[config.mk]
export PLATFORM = sky130hd
export DESIGN_NAME = matrix_flat_printer_flat
export DESIGN_NICKNAME = d
export VERILOG_FILES = /design/src/rtl/matrix_flat_printer_if.sv /design/src/rtl/matrix_flat_printer.sv /design/src/flat_wrapper.sv
export SDC_FILE = /design/constraint.sdc
export NUM_CORES = 1
export LEC_CHECK = 0
export CAP_MARGIN = 20
export CORE_MARGIN = 1.5
export CORE_UTILIZATION = 48
export DETAILED_ROUTE_END_ITERATION = 7
export GPL_ROUTABILITY_DRIVEN = 0
export GPL_TIMING_DRIVEN = 0
export PLACE_DENSITY = 0.86
export SYNTH_ARGS = -nofsm -noshare
export SYNTH_HDL_FRONTEND = slang
export SYNTH_SLANG_ARGS = --single-unit
[constraint.sdc]
create_clock -name clk -period 3.5 [get_ports clk]
set_input_delay 0.7 -clock clk [delete_from_list [all_inputs] [get_ports clk]]
set_output_delay 0.7 -clock clk [all_outputs]
set_load 0.005 [all_outputs]
[src/rtl/matrix_flat_printer_if.sv]
// Bundle of the print-stage signals: the start/done control pair from the
// dimension-select print controller plus the single-byte UART handshake.
// Latency: n/a (wires only). Backpressure: carried by uart_tx_busy.
//
// Ports (as seen by the printer through the slave modport):
//   start, dim_m, dim_n, matrix_flat, use_crlf : job request and latched data
//   busy, done, error                          : job status
//   uart_tx_busy                               : UART transmitter busy
//   uart_tx_en, uart_tx_data                   : byte strobe and byte
interface matrix_flat_printer_if;
  logic         start;
  logic [2:0]   dim_m;
  logic [2:0]   dim_n;
  logic [199:0] matrix_flat;
  logic         use_crlf;
  logic         busy;
  logic         done;
  logic         error;
  logic         uart_tx_busy;
  logic         uart_tx_en;
  logic [7:0]   uart_tx_data;

  // Printer side.
  modport slave (
    input  start, dim_m, dim_n, matrix_flat, use_crlf, uart_tx_busy,
    output busy, done, error, uart_tx_en, uart_tx_data
  );

  // Controller + UART side.
  modport master (
    output start, dim_m, dim_n, matrix_flat, use_crlf, uart_tx_busy,
    input  busy, done, error, uart_tx_en, uart_tx_data
  );
endinterface

[src/rtl/matrix_flat_printer.sv]
// Serialises a latched 5x5x8-bit matrix to the UART as rows of decimal ASCII.
// Latency: busy 1 cycle after start, error 2 cycles after start; each byte
//   waits for a full busy rise/fall of the UART before the next is issued.
// Backpressure: a byte is issued only when none is in flight and
//   uart_tx_busy is low; the block stalls indefinitely otherwise.
//
// Ports:
//   clk, rst_n : clock, asynchronous active-low reset
//   pif        : matrix_flat_printer_if.slave (start/dims/matrix/use_crlf in,
//                busy/done/error out, uart_tx_busy in, uart_tx_en/data out)
//
// Build option: define MATRIX_PRINTER_SIGNED_EN to treat elements as
// two's-complement signed values (negative values get a leading '-').
module matrix_flat_printer (
  input  logic                  clk,
  input  logic                  rst_n,
  matrix_flat_printer_if.slave  pif
);

  typedef enum logic [3:0] {
    S_IDLE  = 4'd0,
    S_CHECK = 4'd1,
    S_LOAD  = 4'd2,
    S_CONV  = 4'd3,
    S_EMIT  = 4'd4,
    S_SEP   = 4'd5,
    S_EOL   = 4'd6,
    S_DONE  = 4'd7,
    S_ERROR = 4'd8
  } state_t;

  state_t       state_q, state_d;

  // Job registers captured on start.
  logic [199:0] mat_q, mat_d;
  logic [2:0]   m_q, m_d;
  logic [2:0]   n_q, n_d;
  logic         crlf_q, crlf_d;

  // Position and conversion state.
  logic [2:0]   r_q, r_d;
  logic [2:0]   c_q, c_d;
  logic [7:0]   val_q, val_d;
  logic [1:0]   hund_q, hund_d;
  logic [3:0]   tens_q, tens_d;
  logic         neg_q, neg_d;
  // Sub-step inside EMIT (0 sign, 1 hundreds, 2 tens, 3 ones) and
  // inside EOL (0 CR, 1 LF).
  logic [1:0]   ph_q, ph_d;

  // UART handshake state.
  logic         inflight_q, inflight_d;
  logic         busy_prev_q, busy_prev_d;
  logic [7:0]   data_q, data_d;

  // Combinational helpers.
  logic [4:0]   k_w;
  logic [7:0]   elem_idx;
  logic [7:0]   elem_w;
  logic         elem_neg;
  logic [7:0]   elem_mag;
  logic         dims_bad;
  logic         last_col;
  logic         last_row;
  logic         want_send;
  logic [7:0]   tx_byte;
  logic         issue;
  logic         byte_done;
  logic         busy_w;
  logic         done_w;
  logic         error_w;
  logic [7:0]   tx_data_w;

  // Element k = r*dim_n + c, packed compact row-major, LSB first.
  assign k_w      = 5'(r_q) * 5'(n_q) + 5'(c_q);
  assign elem_idx = {k_w, 3'b000};
  assign elem_w   = mat_q[elem_idx +: 8];

`ifdef MATRIX_PRINTER_SIGNED_EN
  assign elem_neg = elem_w[7];
  // Magnitude of -128 is 128, which still fits unsigned 8 bits.
  assign elem_mag = elem_w[7] ? (~elem_w + 8'd1) : elem_w;
`else
  assign elem_neg = 1'b0;
  assign elem_mag = elem_w;
`endif

  assign dims_bad = (m_q == 3'd0) || (m_q > 3'd5) || (n_q == 3'd0) || (n_q > 3'd5);
  assign last_col = (c_q == 3'(n_q - 3'd1));
  assign last_row = (r_q == 3'(m_q - 3'd1));

  // A byte finishes on the UART's busy falling edge while we own one.
  assign byte_done = inflight_q && busy_prev_q && !pif.uart_tx_busy;

  // ------------------------------------------------------------------
  // FSM: state register
  // ------------------------------------------------------------------
  always_ff @(posedge clk or negedge rst_n) begin
    if (!rst_n) begin
      state_q <= S_IDLE;
    end else begin
      state_q <= state_d;
    end
  end

  // ------------------------------------------------------------------
  // FSM: next state
  // ------------------------------------------------------------------
  always_comb begin
    state_d = state_q;
    case (state_q)
      S_IDLE:  if (pif.start) state_d = S_CHECK;
      S_CHECK: state_d = dims_bad ? S_ERROR : S_LOAD;
      S_LOAD:  state_d = S_CONV;
      S_CONV:  if (val_q < 8'd10) state_d = S_EMIT;
      S_EMIT:  if (byte_done && (ph_q == 2'd3)) state_d = S_SEP;
      S_SEP: begin
        if (!want_send)     state_d = S_EOL;
        else if (byte_done) state_d = S_LOAD;
      end
      S_EOL:   if (byte_done && ph_q[0]) state_d = last_row ? S_DONE : S_LOAD;
      S_DONE:  state_d = S_IDLE;
      S_ERROR: state_d = S_IDLE;
      default: state_d = S_IDLE;
    endcase
  end

  // ------------------------------------------------------------------
  // FSM: outputs (byte selection, strobe, status pulses)
  // ------------------------------------------------------------------
  always_comb begin
    want_send = 1'b0;
    tx_byte   = 8'h00;
    case (state_q)
      S_EMIT: begin
        // Leading zeros are skipped: tens is printed if hundreds or tens
        // is non-zero; ones always.
        case (ph_q)
          2'd0: begin want_send = neg_q;                           tx_byte = 8'h2D; end
          2'd1: begin want_send = (hund_q != 2'd0);                tx_byte = 8'h30 + {6'd0, hund_q}; end
          2'd2: begin want_send = (hund_q != 2'd0) || (tens_q != 4'd0); tx_byte = 8'h30 + {4'd0, tens_q}; end
          default: begin want_send = 1'b1;                         tx_byte = 8'h30 + val_q; end
        endcase
      end
      S_SEP: begin
        want_send = !last_col;
        tx_byte   = 8'h20;
      end
      S_EOL: begin
        want_send = ph_q[0] || crlf_q;
        tx_byte   = ph_q[0] ? 8'h0A : 8'h0D;
      end
      default: begin
        want_send = 1'b0;
        tx_byte   = 8'h00;
      end
    endcase

    issue     = want_send && !inflight_q && !pif.uart_tx_busy;
    busy_w    = (state_q != S_IDLE) && (state_q != S_DONE) && (state_q != S_ERROR);
    done_w    = (state_q == S_DONE);
    error_w   = (state_q == S_ERROR);
    // Data is presented alongside the strobe and held afterwards.
    tx_data_w = issue ? tx_byte : data_q;
  end

  assign pif.busy         = busy_w;
  assign pif.done         = done_w;
  assign pif.error        = error_w;
  assign pif.uart_tx_en   = issue;
  assign pif.uart_tx_data = tx_data_w;

  // ------------------------------------------------------------------
  // Datapath next state
  // ------------------------------------------------------------------
  always_comb begin
    mat_d       = mat_q;
    m_d         = m_q;
    n_d         = n_q;
    crlf_d      = crlf_q;
    r_d         = r_q;
    c_d         = c_q;
    val_d       = val_q;
    hund_d      = hund_q;
    tens_d      = tens_q;
    neg_d       = neg_q;
    ph_d        = ph_q;
    inflight_d  = inflight_q;
    busy_prev_d = pif.uart_tx_busy;
    data_d      = data_q;

    if (issue) begin
      inflight_d = 1'b1;
      data_d     = tx_byte;
    end else if (byte_done) begin
      inflight_d = 1'b0;
    end

    case (state_q)
      S_IDLE: begin
        if (pif.start) begin
          mat_d  = pif.matrix_flat;
          m_d    = pif.dim_m;
          n_d    = pif.dim_n;
          crlf_d = pif.use_crlf;
        end
      end
      S_CHECK: begin
        r_d = 3'd0;
        c_d = 3'd0;
      end
      S_LOAD: begin
        val_d  = elem_mag;
        neg_d  = elem_neg;
        hund_d = 2'd0;
        tens_d = 4'd0;
      end
      S_CONV: begin
        // Repeated subtraction: hundreds first, then tens.
        if (val_q >= 8'd100) begin
          val_d  = val_q - 8'd100;
          hund_d = hund_q + 2'd1;
        end else if (val_q >= 8'd10) begin
          val_d  = val_q - 8'd10;
          tens_d = tens_q + 4'd1;
        end else begin
          ph_d = 2'd0;
        end
      end
      S_EMIT: begin
        if (!want_send) begin
          ph_d = ph_q + 2'd1;
        end else if (byte_done && (ph_q != 2'd3)) begin
          ph_d = ph_q + 2'd1;
        end
      end
      S_SEP: begin
        if (!want_send) begin
          ph_d = 2'd0;
        end else if (byte_done) begin
          c_d = c_q + 3'd1;
        end
      end
      S_EOL: begin
        if (!want_send) begin
          ph_d = 2'd1;
        end else if (byte_done) begin
          if (!ph_q[0]) begin
            ph_d = 2'd1;
          end else if (!last_row) begin
            r_d = r_q + 3'd1;
            c_d = 3'd0;
          end
        end
      end
      default: begin
      end
    endcase
  end

  // ------------------------------------------------------------------
  // Datapath registers
  // ------------------------------------------------------------------
  always_ff @(posedge clk or negedge rst_n) begin
    if (!rst_n) begin
      mat_q       <= '0;
      m_q         <= 3'd0;
      n_q         <= 3'd0;
      crlf_q      <= 1'b0;
      r_q         <= 3'd0;
      c_q         <= 3'd0;
      val_q       <= 8'd0;
      hund_q      <= 2'd0;
      tens_q      <= 4'd0;
      neg_q       <= 1'b0;
      ph_q        <= 2'd0;
      inflight_q  <= 1'b0;
      busy_prev_q <= 1'b0;
      data_q      <= 8'h00;
    end else begin
      mat_q       <= mat_d;
      m_q         <= m_d;
      n_q         <= n_d;
      crlf_q      <= crlf_d;
      r_q         <= r_d;
      c_q         <= c_d;
      val_q       <= val_d;
      hund_q      <= hund_d;
      tens_q      <= tens_d;
      neg_q       <= neg_d;
      ph_q        <= ph_d;
      inflight_q  <= inflight_d;
      busy_prev_q <= busy_prev_d;
      data_q      <= data_d;
    end
  end

endmodule

[src/flat_wrapper.sv]
// flat-port wrapper written by rule: the top's interface ports become plain ports
module matrix_flat_printer_flat 
  (clk, rst_n, pif_start, pif_dim_m, pif_dim_n, pif_matrix_flat, pif_use_crlf, pif_uart_tx_busy, pif_busy, pif_done, pif_error, pif_uart_tx_en, pif_uart_tx_data);
  matrix_flat_printer_if pif_i ();
  input  logic clk;
  input  logic rst_n;
  input wire logic [$bits(pif_i.start)-1:0] pif_start;
  input wire logic [$bits(pif_i.dim_m)-1:0] pif_dim_m;
  input wire logic [$bits(pif_i.dim_n)-1:0] pif_dim_n;
  input wire logic [$bits(pif_i.matrix_flat)-1:0] pif_matrix_flat;
  input wire logic [$bits(pif_i.use_crlf)-1:0] pif_use_crlf;
  input wire logic [$bits(pif_i.uart_tx_busy)-1:0] pif_uart_tx_busy;
  output wire logic [$bits(pif_i.busy)-1:0] pif_busy;
  output wire logic [$bits(pif_i.done)-1:0] pif_done;
  output wire logic [$bits(pif_i.error)-1:0] pif_error;
  output wire logic [$bits(pif_i.uart_tx_en)-1:0] pif_uart_tx_en;
  output wire logic [$bits(pif_i.uart_tx_data)-1:0] pif_uart_tx_data;
  assign pif_i.start = pif_start;
  assign pif_i.dim_m = pif_dim_m;
  assign pif_i.dim_n = pif_dim_n;
  assign pif_i.matrix_flat = pif_matrix_flat;
  assign pif_i.use_crlf = pif_use_crlf;
  assign pif_i.uart_tx_busy = pif_uart_tx_busy;
  assign pif_busy = pif_i.busy;
  assign pif_done = pif_i.done;
  assign pif_error = pif_i.error;
  assign pif_uart_tx_en = pif_i.uart_tx_en;
  assign pif_uart_tx_data = pif_i.uart_tx_data;
  matrix_flat_printer u_core (.clk(clk), .rst_n(rst_n), .pif(pif_i));
endmodule
# Word level (Yosys, flattened, before mapping)
# Index checks and enable logic that the tools add are counted.
dict set report totals {
  ff_bits 243
  inputBits 211
  elab_cells 155
}
dict set report classes {
  addsub 13
  mul 1
  order_cmp 5
  eq_ne 36
  shifts 1
  mux 46
  reduce_logical 38
}
# cell n
set ops {}
lappend ops {{indexed part select 200 x 9 -> 8 bit} 1}
lappend ops {{case mux 8 bit (3 select lines)} 2}
lappend ops {{two-way mux 3 bit} 12}
lappend ops {{two-way mux 4 bit} 9}
lappend ops {{case mux 4 bit (7 select lines)} 1}
lappend ops {{two-way mux 8 bit} 3}
lappend ops {{!= test 2 x 1 -> 1 bit (second input constant)} 10}
lappend ops {{two-way mux 2 bit} 9}
lappend ops {{equality test 4 x 3 -> 1 bit (second input constant)} 4}
lappend ops {{case mux 8 bit (2 select lines)} 1}
lappend ops {{AND reduction 7 bit} 2}
lappend ops {{!= test 2 bit (second input constant)} 6}
lappend ops {{!= test 3 bit (second input constant)} 4}
lappend ops {{nonzero test 4 bit} 3}
lappend ops {{AND reduction 5 bit} 2}
lappend ops {{logical AND 1 bit} 9}
lappend ops {{case mux 3 bit (3 select lines)} 1}
lappend ops {{adder 6 x 8 -> 8 bit (first input constant)} 1}
lappend ops {{equality test 4 x 2 -> 1 bit (second input constant)} 2}
lappend ops {{>= comparator 8 x 4 -> 1 bit (second input constant)} 1}
lappend ops {{>= comparator 8 x 7 -> 1 bit (second input constant)} 1}
lappend ops {{less-than comparator 8 x 4 -> 1 bit (second input constant)} 1}
lappend ops {{case mux 2 bit (4 select lines)} 1}
lappend ops {{case mux 4 bit (2 select lines)} 1}
lappend ops {{other kinds (33)} 53}

# Longest topological paths before layout
# Gate-level depths: netlist (run 1).
dict set report logic_depth {
  word_depth 7
  mapped_depth 14
  depth_no_buf 13
}

# Worst setup path after synthesis (run 1)
# OpenSTA, ideal clock, no wires.
dict set report synth_timing {
  path_kind {reg-to-reg}
  start {register u_core.r_q[0]}
  end {register u_core.val_q[3]}
  setup_ps 126
  arrival_ps 3584
  path_slack_ps -210
  stages_incl_launch_ff 12
  n_path_buf 3
  period_less_slack_ps 3710
  path_cell_list {dfrtp_1 -> nand2_1 -> fa_1 -> inv_1 -> fa_1 -> inv_1 -> fa_1 -> buf_4 -> buf_2 -> buf_1 -> mux4_2 -> a221o_1}
}
dict set report synth_between {
  elab_chain_len 4
}
# element line_no
set synth_rtl {}
lappend synth_rtl {{start: declaration} matrix_flat_printer.sv:41} ;# logic [2:0] r_q, r_d;
lappend synth_rtl {{start signal: assignment} matrix_flat_printer.sv:285} ;# r_q <= r_d;
lappend synth_rtl {{multiplier 3 x 3 -> 5 bit} matrix_flat_printer.sv:75} ;# assign k_w = 5'(r_q) * 5'(n_q) + 5'(c_q);
lappend synth_rtl {{adder 5 x 3 -> 5 bit} matrix_flat_printer.sv:75}
lappend synth_rtl {{indexed part select 200 x 9 -> 8 bit} matrix_flat_printer.sv:77} ;# assign elem_w = mat_q[elem_idx +: 8];
lappend synth_rtl {{case mux 8 bit (2 select lines)} matrix_flat_printer.sv:199} ;# case (state_q)
lappend synth_rtl {{end signal: assignment} matrix_flat_printer.sv:287} ;# val_q <= val_d;
lappend synth_rtl {{end: declaration} matrix_flat_printer.sv:43} ;# logic [7:0] val_q, val_d;
# No other way between the ends.
# A chain may end at the register's enable or synchronous reset.

# Final worst setup path (run 1)
dict set report layout_timing {
  start {register u_core.r_q[0]}
  end {register u_core.val_q[4]}
}
# Same word-level chain as after synthesis.

==> summary.md, run 1 <==
| Metric | Value |
|---|---|
| Status | `finished, violations left` |
| Failing checks | `negative setup slack` |
| Syn avg cell area | `13.72 µm²` |
| Fmax | `277.8 MHz` |
| GRT Total Usage | `26.48%` |
| Final Hold Vio Count | `0` |
| Die ar. | `26,560 µm²` |
| Slew margin rel. | `45.18%` |
| Share of layout cells above drive strength 1 | `between 30% and 40%` |
| Post-synth EDFFs | `0` |
| I/O pin total | `223` |
| Worst EP required | `3.92 ns` |
| Unique masters post-synth | `73` |
| Die height | `163.0 µm` |
| CP arrival | `4.02 ns` |
| Final setup margin | `-0.09985 ns` |
| Initial core utilization | `~50%` |
| Drt pass-1 iters | `5` |
| Syn Inst Count | `895` |
| Final wirelength | `34,830 µm` |
| Synth warnings | `0` |
| Synth Register Bits | `roughly 240` |
| Worst-path fanout max | `7` |
| Post-Layout Cell Count | `1,539` |
| Clock sink count | `243` |
| Core box area | `between 20,000 and 30,000 µm²` |
| Routed length per instance | `22.63 µm` |
| Post-Route Utilization | `between 60% and 70%` |
| Most frequent cells in the layout | `dfrtp_1, clkdlybuf4s50_1, mux2_2` |
| Fin crit share | `102.9%` |
| Most common flop cell mapped by yosys | `dfrtp_1` |
| Slew Limit Fails | `0` |
| Post-detail-place hpwl | `24,830 µm` |
| Placed cells | `between 1,000 and 1,500` |
| Row count | `58` |
| Pin count of the biggest net entering global routing | `about 120` |
| Area growth syn-to-layout | `34.20%` |
| Initial DRC Count | `682` |
| Tmin final | `3.600 ns` |
| Post-synth net total | `1,141` |
| Htree depth | `1` |
| P_leak | `about 0.007 µW` |
| Pin slew with the least headroom to its limit | `0.8223 ns` |
| Initial antenna violation count | `2` |
| Vias per cell | `5.790` |
| # DRC | `0` |
| Grt total ovfl | `0` |
| Post-Syn Area | `~12,000 µm²` |
| Sequential-to-total area share from yosys stat | `49.51%` |
| First-pass GRT wire length | `52,830 µm` |
| Ys async rst share | `100.0%` |
| Worst Setup Start Kind | `flop` |
| Max Clock Skew | `roughly 0.025 ns` |
| Routed Antenna Nets | `0` |
| Final setup viols | `8` |
| Worst VDD drop | `0.4856 mV` |
| RSZ-0062 raised after global routing | `true` |
| TritonCTS Buffers | `28` |
| Clock input transition at the sequential cells of the worst setup and hold paths | `0.07 ns` |
| Die Wd | `about 160 µm` |
| # nets final | `approximately 1,400` |
| Vias in the first global route | `about 9,300` |
| DR vias | `between 8,000 and 9,000` |
| Crit path kind | `reg -> reg` |
| IO buf count | `222` |
| Power Density | `841.4 nW/µm²` |
| Clock Path Buffers | `3` |
| CTS tree | `built` |
| Commonest non-fill, non-tap cell in the layout | `dfrtp_1` |
| Hold Buf Count CTS | `0` |
| Skew-Pair Late Insertion Delay | `between 0.5 and 0.6 ns` |
| CTS Root Cell | `clkbuf_16` |
| Max-cap violations | `0` |
| Worst Setup End Kind | `flop` |
| Worst Hold Class | `in -> async` |
==> critical path, stage by stage, from the launching register on <==
cell and delay, ns:
dfrtp_2 0.43, nand2_1 0.08, fa_1 0.48, inv_1 0.05, fa_1 0.50, inv_1 0.06
fa_1 0.49, buf_6 0.12, buf_12 0.12, mux4_2 0.33, mux4_2 0.50, a22oi_2 0.18
o221ai_1 0.12
==> repair_timing <==
item                                    4_1_cts  5_1_grt
endpoints found under the setup margin       17       16
pin swaps                                     7        6
cloned                                        1        1
resized for setup                            51       27
setup buffers                                21       12
==> cells by family after synthesis <==
| logic type | count (synthesis) | synth area share [%] |
|---|---|---|
| fa+ha+maj | 35 | 3.749 |
| compound gates | 113 | 6.458 |
| simple gates | 131 | 5.389 |
| flops | 243 | 49.51 |
| mux | 280 | 30.57 |
| xor+xnor | 16 | 1.314 |
| buf+inv | 77 | 3.015 |
==> worst paths after layout <==
check / slack [ns] / cells past startpoint / endpoint / start
max: -0.1 / 12 / u_core.val_q[4] / u_core.r_q[0]
min: 0.18 / 2 / u_core.m_q[1] / rst_n
max reg2reg: -0.1 / 12 / u_core.val_q[4] / u_core.r_q[0]
min reg2reg: 0.50 / 1 / u_core.data_q[0] / u_core.data_q[0]
max in group asynchronous: 2.33 / 3 / u_core.mat_q[3] / rst_n
min in group clk: 0.50 / 1 / u_core.data_q[0] / u_core.data_q[0]
==> state kept, by name (all words and copies together), names as in the netlist <==
register and count:
u_core.mat_q 200, u_core.busy_prev_q 1, u_core.val_q 8, u_core.state_q 4
u_core.ph_q 2, u_core.data_q 8, u_core.r_q 3, u_core.c_q 3
u_core.hund_q 2, u_core.m_q 3, u_core.inflight_q 1, u_core.tens_q 4
u_core.crlf_q 1, u_core.n_q 3
==> power breakdown <==
group	total [µW]	switching [µW]	internal, µW
combinational	5650	2550	3100
clock	3130	1200	1930
sequential	5090	886	4210
total	13900	4640	9230
==> cell usage after synthesis (3+ instances only) <==
cell type,n,area (µm²)
xor2_1,6,52.55
a221oi_1,3,26.28
nand2_1,39,146.4
xnor2_1,8,70.07
clkbuf_1,11,41.29
buf_2,26,130.1
mux2_2,209,2354
a211oi_1,8,60.06
buf_6,5,56.30
o211ai_1,4,30.03
a21o_1,3,22.52
inv_1,31,116.4
dfrtp_1,243,6081
a31oi_1,3,18.77
o21ai_0,28,140.1
mux2i_1,14,140.1
or3_1,4,25.02
nand4_1,5,31.28
o31ai_1,4,30.03
and2_1,3,18.77
nor3_1,7,35.03
nand2b_1,5,31.28
buf_4,3,22.52
o221ai_1,4,35.03
fa_1,3,60.06
ha_1,32,400.4
nand3_1,12,60.06
a21oi_1,24,120.1
a22oi_1,3,22.52
nor2b_1,4,25.02
nor2_1,35,131.4
mux4_2,55,1239
==> layout make-up <==
type	instances	area (µm²)
inverters	31	118.9
repair buffers	259	2546
clock inverters	8	148.9
flip-flops and latches	243	6086
fillers	1776	8698
clock buffers	42	863.3
diodes	4	10.01
plain buffers	46	309.0
well taps	330	412.9
multi-input cells	576	5988
==> routing by layer <==
layer / vias to the layer above / part of all wire [%] / track usage, %
met5: - / 0 / 0
met4: 0 / 3.5 / 9.967
met3: 89 / 7.7 / 5.882
met2: 374 / 50 / 44.80
met1: 4537 / 38 / 33.27
li1: 3911 / - / -
==> metrics by stage <==
stage / total power (µW) / setup TNS [ns] / area (µm²) / worst slack, ns / hold slack [ns]
final: 13870 / -0.4524 / 16480 / -0.09985 / 0.1801
after CTS: 13690 / -0.4540 / 16300 / -0.1706 / 0.2208
after floorplan: 8634 / -0.01013 / 12310 / -0.01013 / 0.4044
after detailed placement: 10400 / -2.444 / 15000 / -0.4233 / 0.4866
after global routing: 14540 / -1.928 / 16480 / -0.2412 / 0.2421
after global placement: 10130 / -2053.54 / 14940 / -8.454 / 0.4786
(Power assumes the default switching activity.)
==> inputs of run 2 (changes only) <==
- TNS_END_PERCENT: not set -> 100
==> results of run 2 <==
Final layout, timing and power as in run 1 (identical DEF).
==> inputs of run 3 (changes only) <==
- PLACE_DENSITY: 0.86 -> not set
- PLACE_DENSITY_LB_ADDON: not set -> 0.3
==> run 3 against run 2 <==
  * Final area grew 0.49%
  * Critical path type unchanged
  * Setup slack lost 0.11 ns
  * Utilization grew 0.32 points
  * The run still ends with negative setup slack left
==> summary.md, run 3 (synthesis gave the netlist of run 1 again) <==
| Metric | Value |
|---|---|
| Status | `finished, violations left` |
| Failing checks | `negative setup slack` |
| Die Wd | `163.0 µm (unchanged)` |
| CP arrival | `4.12 ns (+0.10 ns)` |
| GRT Total Usage | `25.91% (-0.57 points)` |
| Met3 Usage GRT | `5.322% (-0.56 points)` |
| Max-cap violations | `0 (unchanged)` |
| P_leak | `0.006978 µW (+0.84%)` |
| Area growth syn-to-layout | `34.85%` |
| Share of layout cells above drive strength 1 | `36.72% (+0.78 points)` |
| Total negative slack | `-0.6575 ns (-0.2051 ns)` |
| Die ar. | `26,560 µm² (unchanged)` |
| RSZ-0062 raised after global routing | `true` |
| Place WS | `-0.3901 ns (+0.03320 ns)` |
| CP top delay family | `adder cells` |
| Slowest-stage cell, CP | `fa_2` |
| Crit path kind | `reg -> reg` |
| Skew-Pair Late Insertion Delay | `0.55 ns (about the same)` |
| Core box area | `25,180 µm² (unchanged)` |
| TritonCTS Buffers | `27 (-3.6%)` |
| Max Clock Skew | `0.01264 ns (-0.01244 ns)` |
| Fin crit share | `105.9% (+3.1 points)` |
| Worst Path Buf+Inv | `4 (unchanged)` |
| Vias per cell | `5.670 (-2.1%)` |
| Drt pass-1 iters | `5 (unchanged)` |
| Final wirelength | `34,030 µm (-2.3%)` |
| Worst Hold Class | `in -> async` |
| First-pass GRT wire length | `51,900 µm (-1.8%)` |
| Most frequent cells in the layout | `dfrtp_1, clkdlybuf4s50_1, mux2_2` |
| Htree depth | `1 (unchanged)` |
| Slew Limit Fails | `0 (unchanged)` |
| Worst VDD drop | `0.3900 mV (-20%)` |
| CTS tree | `built` |
| Post-Route Utilization | `65.78% (+0.32 points)` |
| FF-to-FF End | `u_core.val_q[4]` |
| Initial core utilization | `48.78% (unchanged)` |
| Vias in the first global route | `9,214 (-1.3%)` |
| Die height | `163.0 µm (unchanged)` |
| Tmin final | `3.707 ns (+0.1070 ns)` |
| Power Density | `822.9 nW/µm² (-2.2%)` |
| Routed length per instance | `22.00 µm (-2.8%)` |
| Slowest stage delay, CP | `0.54 ns (+0.04 ns)` |
| # nets final | `1,437 (+0.42%)` |
| GR Layer Usage met1 | `32.58% (-0.69 points)` |
| CP cell instances | `nand2_2 > fa_1 > inv_1 > fa_1 > inv_1 > fa_2 > buf_6 > buf_12 > mux4_2 > mux4_2 > a22oi_2 > o221ai_2` |
| Worst Setup End Kind | `flop` |
| Worst-path fanout max | `7 (unchanged)` |
| # DRC | `0 (unchanged)` |
| I/O pin total | `223 (unchanged)` |
| IO buf count | `222 (unchanged)` |
| Row count | `58 (unchanged)` |
| CTS Root Cell | `clkbuf_16` |
| Grt total ovfl | `0 (unchanged)` |
| Final setup viols | `6 (-2)` |
| Post-detail-place hpwl | `24,640 µm (-0.77%)` |
| Clock input transition at the sequential cells of the worst setup and hold paths | `0.06 ns (about the same)` |
| R2R cell count | `12 (unchanged)` |
| GR Util met2 | `44.68% (-0.12 points)` |
| Total Power | `13,630 µW (-1.7%)` |
| Clock Path Buffers | `3 (unchanged)` |
| Initial DRC Count | `600 (-12%)` |
| Routed Antenna Nets | `0 (unchanged)` |
| Final setup margin | `-0.2068 ns (-0.1070 ns)` |
| Reg2Reg Launch Point | `u_core.r_q[0]` |
| Initial antenna violation count | `5 (+3)` |
| Hold Buf Count CTS | `0 (unchanged)` |
| Commonest non-fill, non-tap cell in the layout | `dfrtp_1` |
| Worst EP required | `3.91 ns (about the same)` |
| GRT Max-Usage Layer | `met2` |
| Fmax | `269.8 MHz (-2.9%)` |
| DR vias | `8,772 (-1.6%)` |
| Biggest register | `u_core.mat_q` |
| R2R setup slack | `-0.21 ns (-0.11 ns)` |
| Final Hold Vio Count | `0 (unchanged)` |
| Pin count of the biggest net entering global routing | `104 (-16%)` |
| Pin slew with the least headroom to its limit | `1.044 ns (+0.2219 ns)` |
| Worst Setup Start Kind | `flop` |
| Clock sink count | `243 (unchanged)` |
| Max reg flops | `200 (unchanged)` |
| Slew margin rel. | `29.85% (-15 points)` |
| Largest registers | `u_core.mat_q x200, u_core.data_q x8, u_core.val_q x8` |
-- run 3: changes by cell type in the layout (fill, tap and decap cells not counted), moves of 3 or more --
cell      delta
ha_4         +3
o21ai_0      -3
clkbuf_2     -3
clkinv_2     +3
o21ai_1      +3
buf_12       +4
buf_6        +3
-- run 3: routing by layer --
layer	up-vias	wire length, µm	share of wire (%)
met5	-	0	0
met4	0	966	2.8
met3	59	2057	6.0
met2	286	17380	51
met1	4509	13620	40
li1	3918	-	-
-- run 3: final cells by class --
type	instances	area, µm²
Sequential cell	243	6088
Multi-Input combinational cell	575	6026
Inverter	31	121.4
Timing Repair Buffer	267	2656
Tap cell	330	412.9
Clock inverter	7	77.57
Buffer	46	312.8
Fill cell	1842	8618
Antenna cell	5	12.51
Clock buffer	43	855.8
-- run 3: worst max-delay path by stage --
stage	startpoint	cells past startpoint	endpoint	slack, ns
CTS	u_core.n_q[1]	12	u_core.val_q[4]	-0.15
global placement	rst_n	1	u_core.mat_q[158]	-8.75
floorplan	u_core.r_q[2]	12	u_core.val_q[4]	-0.01
finish	u_core.r_q[0]	12	u_core.val_q[4]	-0.21
detailed placement	u_core.n_q[0]	11	u_core.val_q[1]	-0.39
global route	u_core.r_q[0]	12	u_core.val_q[4]	-0.28
-- run 3: power breakdown --
| group | total, µW | switching [µW] | internal (µW) |
|---|---|---|---|
| Combinational | 5670 | 2530 | 3140 |
| Clock | 2930 | 1180 | 1750 |
| Sequential | 5030 | 819 | 4210 |
| Total | 13600 | 4530 | 9100 |
-- run 3: worst reg2reg max path: stages (launching register included) --
cell	delay, ns
dfrtp_2	0.45
nand2_2	0.08
fa_1	0.49
inv_1	0.05
fa_1	0.50
inv_1	0.06
fa_2	0.54
buf_6	0.13
buf_12	0.10
mux4_2	0.32
mux4_2	0.50
a22oi_2	0.22
o221ai_2	0.13
-- run 3: repair_timing --
item | 4_1_cts | 5_1_grt
setup buffers | 24 | 19
resized for setup | 41 | 48
pin swaps | 11 | 15
setup endpoints to repair | 17 | 17
-- run 3: per-stage QoR --
| step | hold slack, ns | instances | instance area (µm²) |
|---|---|---|---|
| 6_report | 0.06373 | 1547 | 16560 |
| 5_1_grt | 0.1127 | 1544 | 16560 |
| 4_1_cts | 0.09872 | 1523 | 16240 |
| 3_5_place_dp | 0.4714 | 1449 | 15000 |
| 3_3_place_gp | 0.4689 | 1447 | 14940 |
| 2_1_floorplan | 0.4044 | 895 | 12310 |
